[src/rtl/alloc_mport_pkg.sv]
// Shared types for the allocate/dispatch stage: uop payloads, ROB ids and the
// dispatch-port index carried by each alloc-buffer entry.
package alloc_mport_pkg;

    localparam int NUM_DISP_PORTS = 2;
    localparam int DISP_PORT_W    = (NUM_DISP_PORTS > 1) ? $clog2(NUM_DISP_PORTS) : 1;
    localparam int ROB_ID_W       = 6;
    localparam int PREG_W         = 6;

    typedef logic [DISP_PORT_W-1:0] t_disp_port;
    typedef logic [ROB_ID_W-1:0]    t_rob_id;
    typedef logic [PREG_W-1:0]      t_preg;

    localparam t_disp_port DISP_PORT_EINT = t_disp_port'(0);
    localparam t_disp_port DISP_PORT_MEM  = t_disp_port'(1);

    typedef struct packed {
        logic [7:0] opcode;
        logic [7:0] imm;
    } t_uinstr;

    typedef struct packed {
        t_preg pdst;
        t_preg psrc1;
        t_preg psrc2;
    } t_rename_pkt;

    typedef struct packed {
        t_uinstr     uinstr;
        t_rob_id     robid;
        t_rename_pkt rename;
    } t_uinstr_disp;

    typedef struct packed {
        t_uinstr_disp disp;
        t_disp_port   port;
    } t_alloc_entry;

endpackage

[src/rtl/alloc_mport_q.sv]
// Generic DEPTH-entry in-order queue with flush; DEPTH need not be a power of 2.
// Caller guarantees no enqueue when full and no dequeue when empty.
module alloc_q #(
    parameter type T     = logic,
    parameter int  DEPTH = 4
) (
    input  logic clk,
    input  logic reset,
    input  logic enq_i,
    input  T     enq_data_i,
    input  logic deq_i,
    input  logic flush_i,
    output T     head_o,
    output logic full_o,
    output logic empty_o
);

    localparam int PTR_W = $clog2(DEPTH);
    localparam int CNT_W = $clog2(DEPTH + 1);

    logic [PTR_W-1:0] rd_ptr_q, rd_ptr_d;
    logic [PTR_W-1:0] wr_ptr_q, wr_ptr_d;
    logic [CNT_W-1:0] count_q, count_d;
    T                 mem_q [DEPTH];

    function automatic logic [PTR_W-1:0] ptr_inc(input logic [PTR_W-1:0] p);
        return (p == PTR_W'(DEPTH - 1)) ? '0 : p + 1'b1;
    endfunction

    // NOTE: every signal assigned in always_comb gets a default first, so no latch is inferred.
    always_comb begin
        rd_ptr_d = rd_ptr_q;
        wr_ptr_d = wr_ptr_q;
        count_d  = count_q;
        if (flush_i) begin
            rd_ptr_d = '0;
            wr_ptr_d = '0;
            count_d  = '0;
        end else begin
            if (enq_i) wr_ptr_d = ptr_inc(wr_ptr_q);
            if (deq_i) rd_ptr_d = ptr_inc(rd_ptr_q);
            case ({enq_i, deq_i})
                2'b10:   count_d = count_q + 1'b1;
                2'b01:   count_d = count_q - 1'b1;
                default: count_d = count_q;
            endcase
        end
    end

    // NOTE: sequential state uses non-blocking assignments only.
    always_ff @(posedge clk or posedge reset) begin
        if (reset) begin
            rd_ptr_q <= '0;
            wr_ptr_q <= '0;
            count_q  <= '0;
        end else begin
            rd_ptr_q <= rd_ptr_d;
            wr_ptr_q <= wr_ptr_d;
            count_q  <= count_d;
        end
    end

    // NOTE: storage is not reset; count_q alone says which slots hold live data.
    always_ff @(posedge clk) begin
        if (enq_i && !flush_i) mem_q[wr_ptr_q] <= enq_data_i;
    end

    assign head_o  = mem_q[rd_ptr_q];
    assign full_o  = (count_q == CNT_W'(DEPTH));
    assign empty_o = (count_q == '0);

endmodule

[src/rtl/alloc_mport.sv]
// Allocate/dispatch stage: tags RA0 uops with their ROB id, buffers them in
// order and steers the head to one of NUM_PORTS reservation-station ports.
module alloc_mport
    import alloc_mport_pkg::*;
#(
    parameter int NUM_PORTS = 2,
    parameter int DEPTH     = 4,
    parameter int CNT_W     = 16
) (
    input  logic                 clk,
    input  logic                 reset,
    input  logic                 valid_ra0,
    input  t_uinstr              uinstr_ra0,
    input  t_rename_pkt          rename_ra0,
    input  t_disp_port           port_ra0,
    input  t_rob_id              next_robid_ra0,
    output logic                 stall_ra0,
    input  logic                 flush,
    input  logic [NUM_PORTS-1:0] rs_stall_rs0,
    output logic [NUM_PORTS-1:0] disp_valid_rs0,
    output t_uinstr_disp         disp_rs0,
    output logic [CNT_W-1:0]     head_blk_cnt
);

    t_alloc_entry     enq_entry;
    t_alloc_entry     head;
    logic             enq, deq, full, empty, head_valid;
    logic             port_ok, head_rs_stall, head_blocked;
    logic [CNT_W-1:0] head_blk_cnt_q, head_blk_cnt_d;

    always_comb begin
        enq_entry.disp.uinstr = uinstr_ra0;
        enq_entry.disp.robid  = next_robid_ra0;
        enq_entry.disp.rename = rename_ra0;
        enq_entry.port        = port_ra0;
    end

    // Stall comes only from the occupancy flops, never from the RS stalls.
    assign stall_ra0  = full;
    assign enq        = valid_ra0 & ~stall_ra0 & ~flush;
    assign head_valid = ~empty;

    alloc_q #(
        .T     (t_alloc_entry),
        .DEPTH (DEPTH)
    ) u_q (
        .clk        (clk),
        .reset      (reset),
        .enq_i      (enq),
        .enq_data_i (enq_entry),
        .deq_i      (deq),
        .flush_i    (flush),
        .head_o     (head),
        .full_o     (full),
        .empty_o    (empty)
    );

    always_comb begin
        disp_valid_rs0 = '0;
        port_ok        = 1'b0;
        head_rs_stall  = 1'b0;
        for (int p = 0; p < NUM_PORTS; p++) begin
            if (head.port == t_disp_port'(p)) begin
                port_ok           = 1'b1;
                head_rs_stall     = rs_stall_rs0[p];
                disp_valid_rs0[p] = head_valid & ~rs_stall_rs0[p] & ~flush;
            end
        end
    end

    // An out-of-range port drains silently so the buffer cannot wedge.
    assign deq          = (|disp_valid_rs0) | (head_valid & ~port_ok & ~flush);
    assign head_blocked = head_valid & port_ok & head_rs_stall & ~flush;
    assign disp_rs0     = head.disp;

    always_comb begin
        head_blk_cnt_d = head_blk_cnt_q;
        if (head_blocked && head_blk_cnt_q != {CNT_W{1'b1}})
            head_blk_cnt_d = head_blk_cnt_q + 1'b1;
    end

    always_ff @(posedge clk or posedge reset) begin
        if (reset) head_blk_cnt_q <= '0;
        else       head_blk_cnt_q <= head_blk_cnt_d;
    end

    assign head_blk_cnt = head_blk_cnt_q;

    a_head_port_ok: assert property (@(posedge clk) disable iff (reset) head_valid |-> port_ok);

endmodule

[config.mk]
export PLATFORM = sky130hd
export DESIGN_NAME = alloc_mport
export DESIGN_NICKNAME = d
export VERILOG_FILES = /design/src/rtl/alloc_mport_pkg.sv /design/src/rtl/alloc_mport_q.sv /design/src/rtl/alloc_mport.sv
export SDC_FILE = /design/constraint.sdc
export NUM_CORES = 1
export LEC_CHECK = 0
export CAP_MARGIN = 15
export CELL_PAD_IN_SITES_DETAIL_PLACEMENT = 0
export CELL_PAD_IN_SITES_GLOBAL_PLACEMENT = 1
export CORE_ASPECT_RATIO = 0.5
export CORE_MARGIN = 10
export CORE_UTILIZATION = 42
export CTS_CLUSTER_DIAMETER = 100
export DETAILED_ROUTE_END_ITERATION = 12
export PLACE_DENSITY_LB_ADDON = 0.1
export SLEW_MARGIN = 15
export SYNTH_ARGS = -nofsm -noshare
export SYNTH_HDL_FRONTEND = slang
export SYNTH_SLANG_ARGS = --single-unit
[constraint.sdc]
create_clock -name clk -period 2.5 [get_ports clk]
set_input_delay 0.5 -clock clk [delete_from_list [all_inputs] [get_ports clk]]
set_output_delay 0.5 -clock clk [all_outputs]
set_load 0.1 [all_outputs]
==> flow_summary_export.csv <==
group,metric,value,unit
run_status,status,"complete, but fails checks",
run_status,violations_in_the_final_reports,"negative setup slack",
min_path,timing.hold.worst.class,"input pin to async pin",
floorplanning,core-area,0.0166,mm^2
power,power_report.internal_total,6.45,mW
critical_path,cp_data_required_time,2830,ps
placement,io_buffer_count,105,
power,clock_power_share,25.8,%
yosys,synth_async_sr_flop_share,12.3,%
timing,setup_violations,1,
timing,clock.fmax,0.393,GHz
power,ir_drop,0.940,mV
yosys,yosysSeqAreaShare,76.3,%
route,routed_wl,15.2,mm
clocking,clock_latency,420,ps
yosys,netlist_top_cells_area,"sky130_fd_sc_hd__edfxtp_1 68%, sky130_fd_sc_hd__mux4_2 13%, sky130_fd_sc_hd__dfrtp_1 8.0%",
floorplanning,die_h,113,um
critical_path,worst_ep_arrival_time,2880,ps
critical_path,worstSetupPathType,"flop to flop",
route,route.detailed.drc,0,
yosys,yosysTopAreaCellShare,68.3,%
route,ant_nets,0,
yosys,synth_area,0.00721,mm^2
power,sequentialPowerShare,37.3,%
floorplanning,die_x,205,um
grt,number_of_antenna_violations_at_the_first_check_in_global_routing,0,
timing,max_slew_margin,59.8,%
power,power.share.combinational,36.9,%
critical_path,rr_endpoint,"u_q.count_q[2]",
layout,drive_above_1_share,36.3,%
clocking,cts.sinks,187,
clocking,clk_pin_slew_worst_paths,70,ps
timing,skew,7.94,ps
clocking,ctsHoldBuffers,0,
route,vias_per_cell,5.11,
layout,n_antenna_cell,0,
yosys,syn-mean-instance-area,21.3,um^2
route,drt-wirelength-per-cell,21.2,um
clocking,h-tree-depth,4,
critical_path,path_max_fanout,3,
route,drt_iter0_drc,152,
power,total_leakage_power,3.44,nW
placement,finalWeightedCongestion,0.815,
grt,gr-usage-all-layers,13.4,%
critical_path,crit_path_end_kind,"flop",
timing,finalWorstPathRequiredPeriod,2550,ps
layout,filler_cell_count,1246,
timing,setup_ws_post_layout,-45.3,ps
layout,most_frequent_standard_cell_in_the_layout_excluding_fill_and_tap_cells,"sky130_fd_sc_hd__edfxtp_1",
route,dr.pass1.iters,4,
yosys,synth.lib_cells_used.distinct,37,
clocking,cts.path.max_buffers,2,
layout,most-common-layout-cells,"164 x sky130_fd_sc_hd__edfxtp_1, 48 x sky130_fd_sc_hd__buf_12, 46 x sky130_fd_sc_hd__clkdlybuf4s50_1",
yosys,postSynthCellCount,338,
route,num_vias,3665,
floorplanning,num_io_pins,106,
critical_path,worst-r2r-setup-slack,-50,ps
grt,pin_count_of_the_biggest_net_entering_global_routing,43,
timing,timing_worst_slew_pin_value,603,ps
critical_path,setup.worst_path.start_class,"flop",
power,switchingPower,3.64,mW
clocking,ctsRootBufferMaster,"sky130_fd_sc_hd__clkbuf_16",
placement,hpwlAfterDp,9.77,mm
layout,sequential_cell_area,0.00551,mm^2
clocking,cts_tree,"yes",
critical_path,rr_startpoint,"u_q.rd_ptr_q[0]",
timing,finalMaxSlewViolations,0,
layout,finish.utilization,59.6,%
timing,grt_setup_unrepaired,"yes",
yosys,synthDominantAreaCellType,"sky130_fd_sc_hd__edfxtp_1",
floorplanning,design.die.area,0.0231,mm^2
run,timing.max_cap.violations,0,
grt,grt_first_pass_wirelength,23.8,mm
placement,placement.setup.worst_slack,-72.6,ps
floorplanning,rows,33,
yosys,synth-seq-cells,187,
yosys,prevailing_post_synth_register_cell,"sky130_fd_sc_hd__edfxtp_1",
layout,final_net_count,531,
yosys,synthesis.nets,392,
layout,multiInputGateArea,0.00167,mm^2
grt,gr-total-overflow,0,
critical_path,timing.reg2reg.worst_path_depth,9,
timing,final_hold_viol_count,0,
power,net_switching_share_of_the_total_power,36.1,%
layout,syn_to_final_growth,37.2,%
yosys,synth_enable_flop_cells,164,
clocking,tritoncts.num_buffers,17,
timing,hold-worst-slack,454,ps
grt,grt_pass1_vias,4163,
power,power.density,1020,mW/mm^2
yosys,synth_warnings,0,
timing,min_period_over_period,102,%
floorplanning,initial_core_util,43.4,%
==> power groups by stage <==
stage / clock network (mW) / registers (mW) / logic, mW
after CTS: 2.68 / 3.77 / 3.67
after global routing: 2.80 / 3.79 / 3.86
after global placement: 0 / 3.80 / 3.51
final: 2.60 / 3.76 / 3.73
after detailed placement: 0 / 3.83 / 3.55
after floorplan: 0 / 4.04 / 2.08
==> per-layer routing <==
metal	up-vias	track usage, %	part of all wire, %
met1	1913	16.6	43
met4	0	3.65	0.68
met5	-	0	0
met2	87	22.8	51
met3	11	3.79	4.9
li1	1654	-	-
==> worst max path at each step <==
stage                                from                 to
after floorplan                     flush  disp_valid_rs0[1]
after global placement    u_q.rd_ptr_q[0]     u_q.count_q[2]
after detailed placement  u_q.rd_ptr_q[0]     u_q.count_q[2]
after CTS                 u_q.rd_ptr_q[0]       disp_rs0[29]
after global routing      u_q.rd_ptr_q[0]     u_q.count_q[2]
final                     u_q.rd_ptr_q[0]     u_q.count_q[2]
==> cells by family after synthesis <==
logic type      synth area share (%)
flops                           76.3
simple gates                    4.08
mux                             13.6
buf+inv                         1.15
xor+xnor                        2.13
compound gates                  1.49
fa+ha+maj                       1.32
==> cell usage after synthesis (all sizes together), types with 2 or more instances <==
| cell | count |
|---|---|
| edfxtp | 164 |
| mux4 | 41 |
| dfrtp | 23 |
| xnor2 | 13 |
| clkbuf | 12 |
| nand4 | 10 |
| nand2 | 8 |
| and2 | 6 |
| and3 | 6 |
| ha | 6 |
| a21oi | 5 |
| inv | 5 |
| nand3 | 5 |
| nor2 | 5 |
| o21ai | 3 |
| and4 | 2 |
| buf | 2 |
| mux2 | 2 |
| mux2i | 2 |
| nand2b | 2 |
| nor3 | 2 |
| or3 | 2 |
| xor2 | 2 |
==> flip-flops by register name (all words and copies together) (netlist names) <==
signal / count
u_q.rd_ptr_q: 2
u_q.mem_q: 164
u_q.wr_ptr_q: 2
head_blk_cnt: 16
u_q.count_q: 3
==> layout make-up <==
type                       instances  area share (%)
clock buffer                      18            4.34
clock inverter                    14            1.58
inverter                           5           0.190
multi-input combinational        132            16.9
sequential                       187            55.6
tap                              227            2.87
timing repair buffer             134            18.5
==> per-stage QoR <==
step | cell area (um^2) | total power [mW] | cells | TNS (ps)
floorplan | 7220 | 6.12 | 338 | -3070
global placement | 9130 | 7.31 | 677 | 0
CTS | 9820 | 10.1 | 712 | -582
detailed placement | 9130 | 7.38 | 677 | -72.6
finish | 9900 | 10.1 | 717 | -45.3
global route | 9900 | 10.5 | 717 | -1000
==> what timing repair did <==
action / in CTS / in global routing
resized for setup: 6 / 7
endpoints found under the setup margin: 41 / 24
pin swaps: 0 / 5
gates cloned: 2 / 2
buffers inserted: 1 / 4
==> critical path, cell delays in order (launching register included) <==
cell,delay (ps)
sky130_fd_sc_hd__dfrtp_4,450
sky130_fd_sc_hd__mux4_2,580
sky130_fd_sc_hd__mux2i_4,230
sky130_fd_sc_hd__nand2_4,80
sky130_fd_sc_hd__nor2_2,50
sky130_fd_sc_hd__fa_2,410
sky130_fd_sc_hd__nand4_1,100
sky130_fd_sc_hd__o21ai_1,70
sky130_fd_sc_hd__mux2_4,290
sky130_fd_sc_hd__nor3_4,200
(Power assumes the default switching activity.)
